[config.mk]
export PLATFORM = sky130hd
export DESIGN_NAME = instruction_bus_responder_flat
export DESIGN_NICKNAME = d
export VERILOG_FILES = /design/src/rtl/instruction_bus_responder_pkg.sv /design/src/rtl/instruction_bus_responder_if.sv /design/src/rtl/instruction_bus_responder_timeout_counter.sv /design/src/rtl/instruction_bus_responder.sv /design/src/flat_wrapper.sv
export SDC_FILE = /design/constraint.sdc
export NUM_CORES = 1
export LEC_CHECK = 0
export BUFFER_PORTS_ARGS = -buffer_cell sky130_fd_sc_hd__buf_2
export CORE_MARGIN = 8
export CORE_UTILIZATION = 46
export CTS_BUF_LIST = sky130_fd_sc_hd__clkbuf_4
export DETAILED_ROUTE_END_ITERATION = 16
export PLACE_DENSITY = 0.76
export SYNTH_ARGS = -nofsm -noshare
export SYNTH_HDL_FRONTEND = slang
export SYNTH_SLANG_ARGS = --single-unit
[constraint.sdc]
create_clock -name clk -period 1.7 [get_ports clk]
set_clock_uncertainty 0.05 [all_clocks]
set_input_delay 0.17 -clock clk [delete_from_list [all_inputs] [get_ports clk]]
set_output_delay 0.17 -clock clk [all_outputs]
set_load 0.02 [all_outputs]
[src/rtl/instruction_bus_responder_pkg.sv]
// Shared types and helpers for the instruction fetch responder.
// Covers the bus word, the fetch FSM states and the window check.
package instruction_bus_responder_pkg;

  typedef logic [31:0] word_t;

  typedef enum logic [1:0] {
    IDLE    = 2'd0,
    REQUEST = 2'd1,
    WAIT    = 2'd2,
    FAULT   = 2'd3
  } fetch_bus_state_t;

  localparam word_t INSTRUCTION_NOP = 32'h0000_0000;

  // 33-bit compare so a window ending at 2^32 does not wrap to zero.
  function automatic logic in_window(word_t addr, word_t base, word_t bytes);
    logic [32:0] lo;
    logic [32:0] hi;
    lo = {1'b0, base};
    hi = lo + {1'b0, bytes};
    return ({1'b0, addr} >= lo) && ({1'b0, addr} < hi);
  endfunction

endpackage

[src/rtl/instruction_bus_responder_if.sv]
// Instruction memory port: request/accept handshake plus response channel.
// The master modport belongs to the responder; the slave modport belongs to the memory.
interface instruction_bus_responder_if;
  import instruction_bus_responder_pkg::*;

  word_t memAddress;
  logic  memRequest;
  logic  memAccept;
  logic  memValid;
  word_t memData;
  logic  memError;

  modport master (
    output memAddress, memRequest,
    input  memAccept, memValid, memData, memError
  );

  modport slave (
    input  memAddress, memRequest,
    output memAccept, memValid, memData, memError
  );

endinterface

[src/rtl/instruction_bus_responder_timeout_counter.sv]
// Counts cycles spent waiting for a memory response.
// o_terminal flags the cycle in which the count reaches TIMEOUT_CYCLES.
module bus_timeout_counter #(
  parameter int TIMEOUT_CYCLES = 16
) (
  input  logic clk,
  input  logic reset,
  input  logic i_clear,
  input  logic i_enable,
  output logic o_terminal
);

  localparam logic [7:0] LIMIT    = 8'(TIMEOUT_CYCLES);
  localparam logic [7:0] TERMINAL = 8'(TIMEOUT_CYCLES - 1);

  logic [7:0] r_count;

  always_ff @(posedge clk) begin
    if (reset || i_clear) begin
      r_count <= 8'd0;
    end else if (i_enable && (r_count != LIMIT)) begin
      r_count <= r_count + 8'd1;
    end
  end

  assign o_terminal = i_enable && (r_count == TERMINAL);

endmodule

[src/rtl/instruction_bus_responder.sv]
// Fetch-side responder: one-entry holding register in front of the instruction memory.
// Hits are combinational; misses stall the fetch stage until the fill or a fault.
module instruction_bus_responder
  import instruction_bus_responder_pkg::*;
#(
  parameter word_t BASE_ADDRESS   = 32'h0000_0000,
  parameter word_t WINDOW_BYTES   = 32'h0001_0000,
  parameter int    TIMEOUT_CYCLES = 16
) (
  input  logic  clk,
  input  logic  reset,
  input  word_t programCounter,
  input  logic  invalidate,
  output word_t instruction,
  output logic  stall,
  output logic  busFault,
  instruction_bus_responder_if.master mem
);

  fetch_bus_state_t r_state;
  fetch_bus_state_t w_state_next;
  logic             r_tag_valid;
  word_t            r_tag;
  word_t            r_data;

  logic w_hit;
  logic w_addr_ok;
  logic w_fill;
  logic w_timeout;

  assign w_hit     = r_tag_valid && !invalidate && (r_tag == programCounter);
  assign w_addr_ok = in_window(programCounter, BASE_ADDRESS, WINDOW_BYTES) &&
                     (programCounter[1:0] == 2'b00);

  bus_timeout_counter #(
    .TIMEOUT_CYCLES(TIMEOUT_CYCLES)
  ) u_timeout (
    .clk       (clk),
    .reset     (reset),
    .i_clear   (r_state != WAIT),
    .i_enable  (r_state == WAIT),
    .o_terminal(w_timeout)
  );

  always_comb begin
    w_state_next    = r_state;
    w_fill          = 1'b0;
    stall           = 1'b0;
    busFault        = 1'b0;
    instruction     = INSTRUCTION_NOP;
    mem.memRequest  = 1'b0;
    mem.memAddress  = {programCounter[31:2], 2'b00};
    case (r_state)
      IDLE: begin
        if (w_hit) begin
          instruction = r_data;
        end else if (!w_addr_ok) begin
          stall        = 1'b1;
          w_state_next = FAULT;
        end else begin
          stall          = 1'b1;
          mem.memRequest = 1'b1;
          w_state_next   = mem.memAccept ? WAIT : REQUEST;
        end
      end
      REQUEST: begin
        stall          = 1'b1;
        mem.memRequest = 1'b1;
        if (mem.memAccept) begin
          w_state_next = WAIT;
        end
      end
      WAIT: begin
        stall = 1'b1;
        // A response in the final counted cycle still wins over the timeout.
        if (mem.memValid) begin
          if (mem.memError) begin
            w_state_next = FAULT;
          end else begin
            w_fill       = 1'b1;
            w_state_next = IDLE;
          end
        end else if (w_timeout) begin
          w_state_next = FAULT;
        end
      end
      FAULT: begin
        busFault     = 1'b1;
        w_state_next = IDLE;
      end
      default: w_state_next = IDLE;
    endcase
  end

  always_ff @(posedge clk) begin
    if (reset) begin
      r_state     <= IDLE;
      r_tag_valid <= 1'b0;
      r_tag       <= '0;
      r_data      <= '0;
    end else begin
      r_state <= w_state_next;
      if (w_fill) begin
        r_tag_valid <= 1'b1;
        r_tag       <= programCounter;
        r_data      <= mem.memData;
      end else if (invalidate) begin
        r_tag_valid <= 1'b0;
      end
    end
  end

endmodule
[src/flat_wrapper.sv]
// flat-port wrapper written by rule: the top's interface ports become plain ports
module instruction_bus_responder_flat import instruction_bus_responder_pkg::*;
#(
  parameter word_t BASE_ADDRESS   = 32'h0000_0000,
  parameter word_t WINDOW_BYTES   = 32'h0001_0000,
  parameter int    TIMEOUT_CYCLES = 16
)
  (clk, reset, programCounter, invalidate, instruction, stall, busFault, mem_memAddress, mem_memRequest, mem_memAccept, mem_memValid, mem_memData, mem_memError);
  instruction_bus_responder_if mem_i ();
  input  logic clk;
  input  logic reset;
  input  word_t programCounter;
  input  logic invalidate;
  output word_t instruction;
  output logic stall;
  output logic busFault;
  output wire logic [$bits(mem_i.memAddress)-1:0] mem_memAddress;
  output wire logic [$bits(mem_i.memRequest)-1:0] mem_memRequest;
  input wire logic [$bits(mem_i.memAccept)-1:0] mem_memAccept;
  input wire logic [$bits(mem_i.memValid)-1:0] mem_memValid;
  input wire logic [$bits(mem_i.memData)-1:0] mem_memData;
  input wire logic [$bits(mem_i.memError)-1:0] mem_memError;
  assign mem_memAddress = mem_i.memAddress;
  assign mem_memRequest = mem_i.memRequest;
  assign mem_i.memAccept = mem_memAccept;
  assign mem_i.memValid = mem_memValid;
  assign mem_i.memData = mem_memData;
  assign mem_i.memError = mem_memError;
  instruction_bus_responder #(.BASE_ADDRESS(BASE_ADDRESS), .WINDOW_BYTES(WINDOW_BYTES), .TIMEOUT_CYCLES(TIMEOUT_CYCLES)) u_core (.clk(clk), .reset(reset), .programCounter(programCounter), .invalidate(invalidate), .instruction(instruction), .stall(stall), .busFault(busFault), .mem(mem_i));
endmodule
[After elaboration in Yosys (flattened, before gate mapping)]
Index checks and enable logic that the tools add are counted.
Word-level totals
  flip-flop bits (word level): 75
  ROM bits: 0
  bits in latches: 0
  memory bits (writable): 0
  input bits: 70
  memories: 0
Operators by class
  order comparisons: 1
  $add $sub $neg: 1
  div/mod/pow operators: 0
  shift-type cells: 0
  multiplexer cells: 21
  multipliers: 0
  bitwise logic cells: 0
  reductions and logical operators: 12
  eq/ne operators: 10
Operator list (count)
  $mux 32: 2
  $eq 32x32->1: 1
  $lt 32x17->1 const B: 1
  $mux 2: 7
  $mux 1: 9
  $add 8x1->8 const B: 1
  $eq 8x4->1 const B: 1
  $ne 8x5->1 const B: 1
  $pmux 2 s4: 1
  $ne 2x2->1 const B: 3
  $logic_and 1x1->1: 5
  $eq 2x2->1 const B: 2
  $logic_not 2->1: 2
  $pmux 1 s2: 2
  $ne 3x2->1 const B: 1
  $reduce_and 3->1: 1
  $eq 2x1->1 const B: 1
  $reduce_bool 2->1: 1
  $reduce_or 2->1: 1
  $logic_not 1->1: 1
  $logic_or 1x1->1: 1

[Longest topological paths before layout]
Gate-level depths: netlist of run 1.
  depth after elaboration: 5
  gate-level depth with buffers: 8

[Hierarchy]
Synthesis of run 1 repeated with hierarchy kept, for this count alone.
Unflattened totals
  cell total of the unflattened synthesis: 475
  area, all modules: 3697.3 µm²
Modules (own cells, without submodules)
  instruction_bus_responder: instances 1, cells each 427, area each 3298.2 µm²
  bus_timeout_counter: instances 1, cells each 48, area each 399.1 µm²

[Worst setup path after synthesis of run 1]
Ideal clock, no wire load.
  path kind: register to output
  start point: register u_core.r_state[0]
  end point: output port mem_memRequest
  slack: -157 ps
  cell stages (with the launch flop): 8
  required time: 1480 ps
  arrival: 1637 ps
  cell sequence: dfxtp_1 -> inv_1 -> ha_1 -> nor4b_1 -> nand2_1 -> nor4_1 -> nand3_1 -> o21ai_0
On the way
  cells in the longest elaborated chain, start to end: 2
RTL lines
  start, declared: RTL line instruction_bus_responder.sv:20  | fetch_bus_state_t r_state;
  start signal, assigned: RTL line instruction_bus_responder.sv:102  | r_state <= w_state_next;
  $eq 2x1->1 / $logic_not 2->1 (equally long branches): RTL line instruction_bus_responder.sv:53  | case (r_state)
  $pmux 1 s2 *: RTL line instruction_bus_responder.sv:53
  end, declared: RTL line flat_wrapper.sv:18  | output wire logic [$bits(mem_i.memRequest)-1:0] mem_memRequest;
Mark *: on every way between the ends. The rest lies on a longest branch, timed or not.

[Worst setup path in the final report of run 1]
  start point: register u_core.r_tag[19]
  end point: output port stall
On the way
  cells in the longest elaborated chain, start to end: 4
RTL lines
  start, declared: RTL line instruction_bus_responder.sv:23  | word_t r_tag;
  start signal, assigned: RTL line instruction_bus_responder.sv:105  | r_tag <= programCounter;
  $eq 32x32->1: RTL line instruction_bus_responder.sv:31  | assign w_hit = r_tag_valid && !invalidate && (r_tag == programCounter);
  $logic_and 1x1->1: RTL line instruction_bus_responder.sv:31
  $mux 1: RTL line instruction_bus_responder.sv:55  | if (w_hit) begin
  $pmux 1 s2: RTL line instruction_bus_responder.sv:53
  end, declared: RTL line flat_wrapper.sv:15  | output logic stall;
No other way between the ends.

==> qor.csv, run 1 <==
stage;metric;value;unit
status;status;finished, violations left;
status;failed_checks;setup timing;
grt;antenna_found_initial;1;
grt;grt.overflow.total;0;
grt;grtUsageTotal;0.2196;
synth;synth-seq-cells;75;
setup_path;crit_end;stall;
flow_run;cap_violations;0;
synth;synth_sequential_area_ratio;0.4112;
setup_path;critPathKind;flop to primary output;
route;post_drt_via_cell_ratio;5.043;
sta;slew_violations;0;
setup_path;rrSetupSlack;-0.38;ns
sta;period_needed;2.527;ns
floorplan;die_h;105.1;microns
route;num_vias;3883;
finish;postLayoutCellArea;5756;sq um
place;placed_area;4481;sq um
setup_path;timing.rr.start;u_core.r_tag[19];
finish;finalNonFillerCells;770;
power_and_ir_drop;peakVddDrop;0.0005268;V
sta;fmax;395.7;MHz
finish;area_delta_synth_final;57.64;%
power_and_ir_drop;p_per_area;791.6;nW/um^2
cts;clock-sinks;75;
cts;h-tree-depth;3;
cts;clk_pin_slew;0.14;ns
place;port_buffers;134;
finish;antenna_cells;0;
route;wl;12820;microns
route;drc_errors;0;
sta;post-route-period-util;1.486;
sta;layout_setup_ws;-0.8269;ns
place;gp_congestion;0.7837;
grt;grt_pass1_wl;20090;microns
finish;drive_above_1_share;0.4012;
setup_path;end_kind;primary output;
sta;rsz0062_at_grt;yes;
sta;setup_viol;36;
setup_path;r2r_cells;9;
hold_path;hold_path.class;primary input to flop;
synth;ys.warnings.count;0;
floorplan;fp.dieArea;11040;sq um
setup_path;crit_fanout;3;
grt;grt_pass1_vias;4149;
cts;cts_tree;done;
power_and_ir_drop;p_leak;2.481;nW
synth;syn_area;3651;sq um
floorplan;dieWidth;105.1;microns
setup_path;crit_path_start;u_core.r_tag[19];
floorplan;io_pins;137;
sta;hold_viol_final;0;
floorplan;rows;32;
cts;clock_latency;0.41;ns
cts;numCtsBuffers;9;
place;dp.cells;690;
setup_path;cp.required;1.48;ns
setup_path;arrival;2.31;ns
setup_path;r2r_end;u_core.r_state[1];
floorplan;core;7727;sq um
synth;synth_cell_type_count;30;
route;dr.pass1.iters;5;
route;wl_per_cell;16.65;microns
grt;grt_max_degree;37;
place;hpwlAfterDp;7559;microns
cts;cts.path.max_buffers;2;
synth;syn_avg_cell_area;7.686;sq um
route;drtIter0Drc;176;
finish;nets;739;
floorplan;initial_core_util;0.4725;
route;antenna_left;0;
cts;cts-root-buf;clkbuf_4;
setup_path;cp-start-kind;flop;
hold_path;holdPathStages;4;
synth;netlist_instances;475;
-- cells in the final DEF, fill, tap and decap left out, types with 3 or more instances in the layout --
cell type,n
buf_16,3
nor4_2,6
buf_6,37
buf_4,34
nor2_1,10
nor4_1,4
dlygate4sd3_1,52
xor2_1,34
buf_12,4
dfxtp_1,64
clkbuf_4,9
ha_1,4
o21ai_0,3
nand2_1,133
buf_2,100
and2_4,23
nor3_1,3
clkinvlp_4,3
and2_2,9
nand2b_1,5
or3_4,3
nand3_1,3
a21oi_1,69
inv_1,6
dfxtp_2,11
-- layer usage --
metal / up-vias / global-route usage / share of wire
li1: 1877 / - / -
met1: 1841 / 0.2344 / 0.38
met2: 139 / 0.4090 / 0.54
met3: 24 / 0.05958 / 0.061
met4: 2 / 0.06728 / 0.018
met5: - / 0 / 0.0012
-- area by class of cell --
type | count | area (sq um)
multi-input cells | 337 | 2023
fillers | 567 | 1972
clock inverters | 7 | 75.07
flip-flops and latches | 75 | 1515
inverters | 7 | 26.28
repair buffers | 233 | 1921
clock buffers | 9 | 67.56
well taps | 102 | 127.6
-- what timing repair did --
item | CTS | global route
hold buffers | 52 | 0
gates cloned | 3 | 2
endpoints found under the setup margin | 103 | 95
pin swaps | 18 | 20
setup buffers | 3 | 4
endpoints found under the hold margin | 52 | 0
resized for setup | 101 | 28
-- worst min-delay path by stage --
| stage | start | to | slack (ns) |
|---|---|---|---|
| after floorplan | programCounter[11] | u_core.r_tag[11] | 0.25 |
| after global routing | programCounter[4] | u_core.r_tag[4] | 0.04 |
| after detailed placement | mem_memData[8] | u_core.r_data[8] | 0.37 |
| after CTS | programCounter[12] | u_core.r_tag[12] | 0.05 |
| final | programCounter[12] | u_core.r_tag[12] | 0.07 |
| after global placement | mem_memData[26] | u_core.r_data[26] | 0.36 |
-- where the power goes --
| part | leakage, nW | switching [mW] | internal, mW |
|---|---|---|---|
| combinational | 1.80 | 0.766 | 0.656 |
| sequential | 0.612 | 0.0866 | 1.90 |
| clock | 0.0690 | 0.687 | 0.455 |
-- flip-flops by register name, summed over array words and instances (netlist names) --
| register | cells |
|---|---|
| u_core.r_data | 32 |
| u_core.r_tag | 32 |
| u_core.u_timeout.r_count | 8 |
| u_core.r_state | 2 |
| u_core.r_tag_valid | 1 |
-- cell families (layout without fill, tap and decap cells) --
kind of cell	Yosys count	after routing	synth area share
adders and majority gates	6	6	0.02056
xor gates and xnor gates	36	36	0.08636
other	1	2	0.001027
muxes	3	3	0.008568
buffers and inverters	64	256	0.09973
and+or+nand+nor	213	213	0.2663
DFF	75	75	0.4112
AOI/OAI and AO/OA	77	77	0.1062
-- through the flow --
| stage | total power [mW] | TNS (ns) | util | hold WS, ns | worst slack (ns) |
|---|---|---|---|---|---|
| after global placement | 3.069 | -11.92 | 0.5798 | 0.3601 | -0.4202 |
| final | 4.556 | -28.04 | 0.7448 | 0.06839 | -0.8269 |
| after floorplan | 2.676 | -1.620 | - | 0.2484 | -0.05976 |
| after CTS | 4.406 | -27.75 | 0.7181 | 0.04742 | -0.8237 |
| after global routing | 4.783 | -33.66 | 0.7448 | 0.04134 | -0.9881 |
| after detailed placement | 3.106 | -14.62 | 0.5798 | 0.3703 | -0.4388 |
-- synth_stat cells --
cell,n,share of area
or2_2,1,0.0017
a211oi_1,1,0.0021
or3_2,2,0.0041
mux2i_1,2,0.0055
nor3_2,1,0.0027
nand3_1,5,0.0069
buf_1,1,0.0010
o21ai_0,5,0.0069
and3_1,1,0.0017
clkbuf_2,3,0.0041
nor3_1,4,0.0055
nor4b_1,1,0.0024
nand2b_1,5,0.0086
clkbuf_1,21,0.022
and2_1,32,0.055
ha_1,6,0.021
nor4_1,11,0.019
inv_1,7,0.0072
nand2_1,134,0.14
xnor2_1,1,0.0024
or4_4,1,0.0031
mux2_2,1,0.0031
buf_4,32,0.066
nor2_1,11,0.011
dfxtp_1,75,0.41
or3_1,2,0.0034
a21oi_1,71,0.097
nand4_1,2,0.0034
conb_1,1,0.0010
xor2_1,35,0.084
-- worst max-delay path, stage by stage, from the launching register on --
cell and delay, ns:
dfxtp_2 0.36, xor2_1 0.15, nor4_2 0.36, nand3_2 0.21, or3_4 0.45, a21oi_2 0.15, nor2_1 0.06, buf_4 0.15
Power figures use the tool's default switching activity.
==> run 2, diff against run 1 <==
--- a/config.mk
+++ b/config.mk
@@ -13,4 +13,5 @@
 export PLACE_DENSITY = 0.76
 export SYNTH_ARGS = -nofsm -noshare
 export SYNTH_HDL_FRONTEND = slang
+export SYNTH_HIERARCHICAL = 1
 export SYNTH_SLANG_ARGS = --single-unit
==> run 2 against run 1 <==
Compared with the run above: the run still ends with setup timing left; cell count rose by 1.7%; non-clock buffer count up 12; cell area is 7.0% higher; sequential power about the same; first-iteration DRC count grew 77%; hold slack worse by 0.065 ns; core utilization increased by 4.8 points; setup slack got worse by 0.31 ns; via count up 11%; largest cell class unchanged.
==> qor.csv, run 2 <==
stage;metric;value;unit;change
cts;h-tree-depth;3;;unchanged
status;status;finished, violations left;;
route;drtIter0Drc;312;;+77%
synth;synth_sequential_area_ratio;0.4061;;-0.005149
floorplan;fp.dieArea;11160;sq um;+1.1%
sta;layout_setup_ws;-1.133;ns;-0.3058 ns
floorplan;rows;32;;unchanged
power_and_ir_drop;p_int;3.379;mW;+12%
synth;ys.warnings.count;6;;+6
route;wl;15740;microns;+23%
route;wl_met2;8158;microns;+18%
setup_path;end_kind;primary output;;
route;drc_errors;0;;unchanged
route;num_vias;4305;;+11%
route;antenna_left;0;;unchanged
setup_path;crit_path_cell_trace;xor2_1 -> nor4_2 -> buf_4 -> nand4_1 -> nor4_4 -> buf_12 -> and2_2 -> buf_6;;
synth;synth-seq-cells;75;;unchanged
synth;syn_avg_cell_area;7.784;sq um;+1.3%
finish;layout_commonest_cell;nand2_1;;
grt;grt_max_degree;35;;-5.4%
finish;antenna_cells;0;;unchanged
grt;grt_pass1_vias;4037;;-2.7%
synth;synth_top_family_by_area;simple AND/OR/NAND/NOR gates;;
synth;syn_area;3697;sq um;+1.3%
grt;grt.overflow.total;0;;unchanged
hold_path;hold_path.startpoint;programCounter[30];;
setup_path;cpLargestDelayFamily;simple AND/OR/NAND/NOR gates;;
synth;synth_edf_count;0;;unchanged
finish;nets;752;;+1.8%
power_and_ir_drop;p_total;5.262;mW;+15%
power_and_ir_drop;p_per_area;854.6;nW/um^2;+8.0%
route;highest_layer;met4;;
power_and_ir_drop;peakVddDrop;0.0006104;V;+16%
finish;area_delta_synth_final;66.53;%;
synth;synthArstFlopShare;0;;unchanged
place;gp_congestion;0.8289;;+5.8%
place;place_ws;-0.5038;ns;-0.06502 ns
synth;yosys.area_share.simple;0.2663;;about the same
setup_path;crit_path_start;u_core/r_tag[0];;
route;post_drt_via_cell_ratio;5.498;;+9.0%
synth;netlist_instances;475;;unchanged
finish;final_cell_mix;103 x nand2_1, 100 x buf_2, 66 x dfxtp_1;;
cts;numCtsBuffers;9;;unchanged
sta;worst_pin_slew;0.5431;ns;
setup_path;cp.required;1.48;ns;about the same
synth;synth_top_cells_by_count;137 x nand2_1, 75 x dfxtp_1, 70 x a21oi_1;;
sta;rsz0062_at_grt;yes;;
grt;grt_pass1_wl;19830;microns;-1.3%
sta;slew_violations;0;;unchanged
setup_path;cpMaxStageDelayCell;dfxtp_1;;
grt;grtUsageTotal;0.2170;;-0.002649
flow_run;cap_violations;0;;unchanged
sta;fmax;353.0;MHz;-11%
floorplan;dieWidth;105.7;microns;+0.53%
cts;clock_latency;0.45;ns;+0.04 ns
setup_path;timing.critical_path.buf_inv;3;;+2
setup_path;arrival;2.61;ns;+0.30 ns
setup_path;critPathMaxStageDelay;0.35;ns;-0.10 ns
power_and_ir_drop;p_sw_frac;0.3578;;+0.01987
synth;synth_area_leaders;dfxtp_1 41%, nand2_1 14%, a21oi_1 9.5%;;
route;wl_met3;1127;microns;+44%
synth;synth_adder_area_share;0.02030;;-0.0002575
cts;cts_tree;done;;
floorplan;die_h;105.7;microns;+0.53%
place;hpwlAfterDp;7784;microns;+3.0%
synth;ys.flop_type;dfxtp_1;;
synth;synth_cell_type_count;34;;+13%
grt;antenna_found_initial;0;;-1
setup_path;crit_fanout;34;;+31
finish;final_core_util;0.7927;;+0.04787
cts;clock-sinks;75;;unchanged
power_and_ir_drop;p_leak;2.572;nW;+3.6%
route;met1_length;5565;microns;+14%
hold_path;hold_path.class;primary input to flop;;
sta;setup_viol;97;;+170%
synth;yosysMostFrequentCell;nand2_1;;
floorplan;initial_core_util;0.4760;;+0.003525
power_and_ir_drop;sequentialPowerShare;0.378;;-0.059
synth;muxShareOfSynthArea;0.008122;;-0.0004457
floorplan;core;7767;sq um;+0.52%
setup_path;timing.rr.start;u_core/r_tag[0];;
power_and_ir_drop;combPwrFrac;0.407;;+0.095
synth;synth_top_area_share;0.4061;;-0.005149
sta;post-route-period-util;1.666;;+0.1799
finish;reg_top3;u_core/r_data: 32 flops, u_core/r_tag: 32 flops, u_core/u_timeout/r_count: 8 flops;;
power_and_ir_drop;p_sw;1.883;mW;+22%
route;wl_per_cell;20.10;microns;+21%
place;port_buffers;134;;unchanged
cts;clk_pin_slew;0.13;ns;about the same
setup_path;critPathKind;flop to primary output;;
cts;cts-root-buf;clkbuf_4;;
synth;yosysTopAreaCell;dfxtp_1;;
cts;cts.path.max_buffers;2;;unchanged
floorplan;io_pins;137;;unchanged
setup_path;cp-start-kind;flop;;
sta;relSlewSlack;0.6357;;
synth;synth-xor-area-share;0.08291;;-0.003450
route;dr.pass1.iters;5;;unchanged
synth;synth_compound_area_frac;0.1178;;+0.01153
sta;hold_viol_final;0;;unchanged
finish;drive_above_1_share;0.5095;;+0.1083
power_and_ir_drop;clockPowerShare;0.215;;-0.036
status;failed_checks;setup timing;;
sta;period_needed;2.833;ns;+0.3058 ns
run 2: cell types whose count changed after synthesis, sizes merged, moves of 3 or more:
cell,previous run,this run
nor3,5,2
nand2,134,137
o21ai,5,2
o31ai,0,3
nand4,2,5
xor2,35,32
nor2,11,6
run 2: final timing paths:
check	endpoint	slack, ns	depth (start not counted)
max	instruction[4]	-1.13	8
min	u_core/r_tag[30]	0.003	3
max reg2reg	u_core/r_state[0]	-0.63	8
min reg2reg	u_core/r_data[19]	0.42	2
run 2: layout make-up:
cell class	count	area [sq um]
repair buffers	245	2113
clock buffers	9	67.56
multi-input cells	338	2242
flip-flops and latches	75	1513
clock inverters	7	65.06
inverters	7	28.78
fillers	452	1610
well taps	102	127.6
run 2: stage by stage:
step | TNS (ns) | hold slack, ns | area [sq um] | std cells
after floorplan | -5.055 | 0.2484 | 3772 | 476
after global placement | -17.20 | 0.3610 | 4626 | 701
after CTS | -31.41 | 0.001166 | 5537 | 765
after global routing | -51.88 | -0.01306 | 6157 | 783
after detailed placement | -17.32 | 0.3674 | 4626 | 701
final | -46.07 | 0.003495 | 6157 | 783
run 2: cells by family after synthesis:
kind of cell | count (synthesis)
DFF | 75
AOI/OAI and AO/OA | 80
xor gates and xnor gates | 35
muxes | 3
buffers and inverters | 63
and+or+nand+nor | 212
adders and majority gates | 6
other | 1
run 2: what timing repair did:
item | CTS | global route
hold buffers | 46 | 0
setup endpoints to repair | 42 | 104
setup buffers | 0 | 8
resized for setup | 77 | 103
cloned | 2 | 11
endpoints found under the hold margin | 46 | 0
pin swaps | 1 | 25
run 2: worst register-to-register path: stages, from the launching register on:
cell	delay (ns)
dfxtp_1	0.35
xor2_1	0.18
nor4_2	0.31
buf_4	0.17
nand4_1	0.27
nor4_4	0.35
buf_12	0.24
a211oi_1	0.12
mux2i_1	0.16
run 2: power by group through the flow:
stage | sequential [mW] | combinational, mW | clock, mW
detailed placement | 2.01 | 1.33 | 0
global route | 2.00 | 2.25 | 1.21
CTS | 1.97 | 1.54 | 1.11
finish | 1.99 | 2.14 | 1.13
global placement | 2.00 | 1.30 | 0
floorplan | 2.00 | 0.802 | 0
run 2: per-layer routing:
| metal | vias to the layer above | GRT usage |
|---|---|---|
| li1 | 1934 | - |
| met1 | 2048 | 0.2360 |
| met2 | 246 | 0.3919 |
| met3 | 77 | 0.05481 |
| met4 | 0 | 0.08744 |
| met5 | - | 0 |
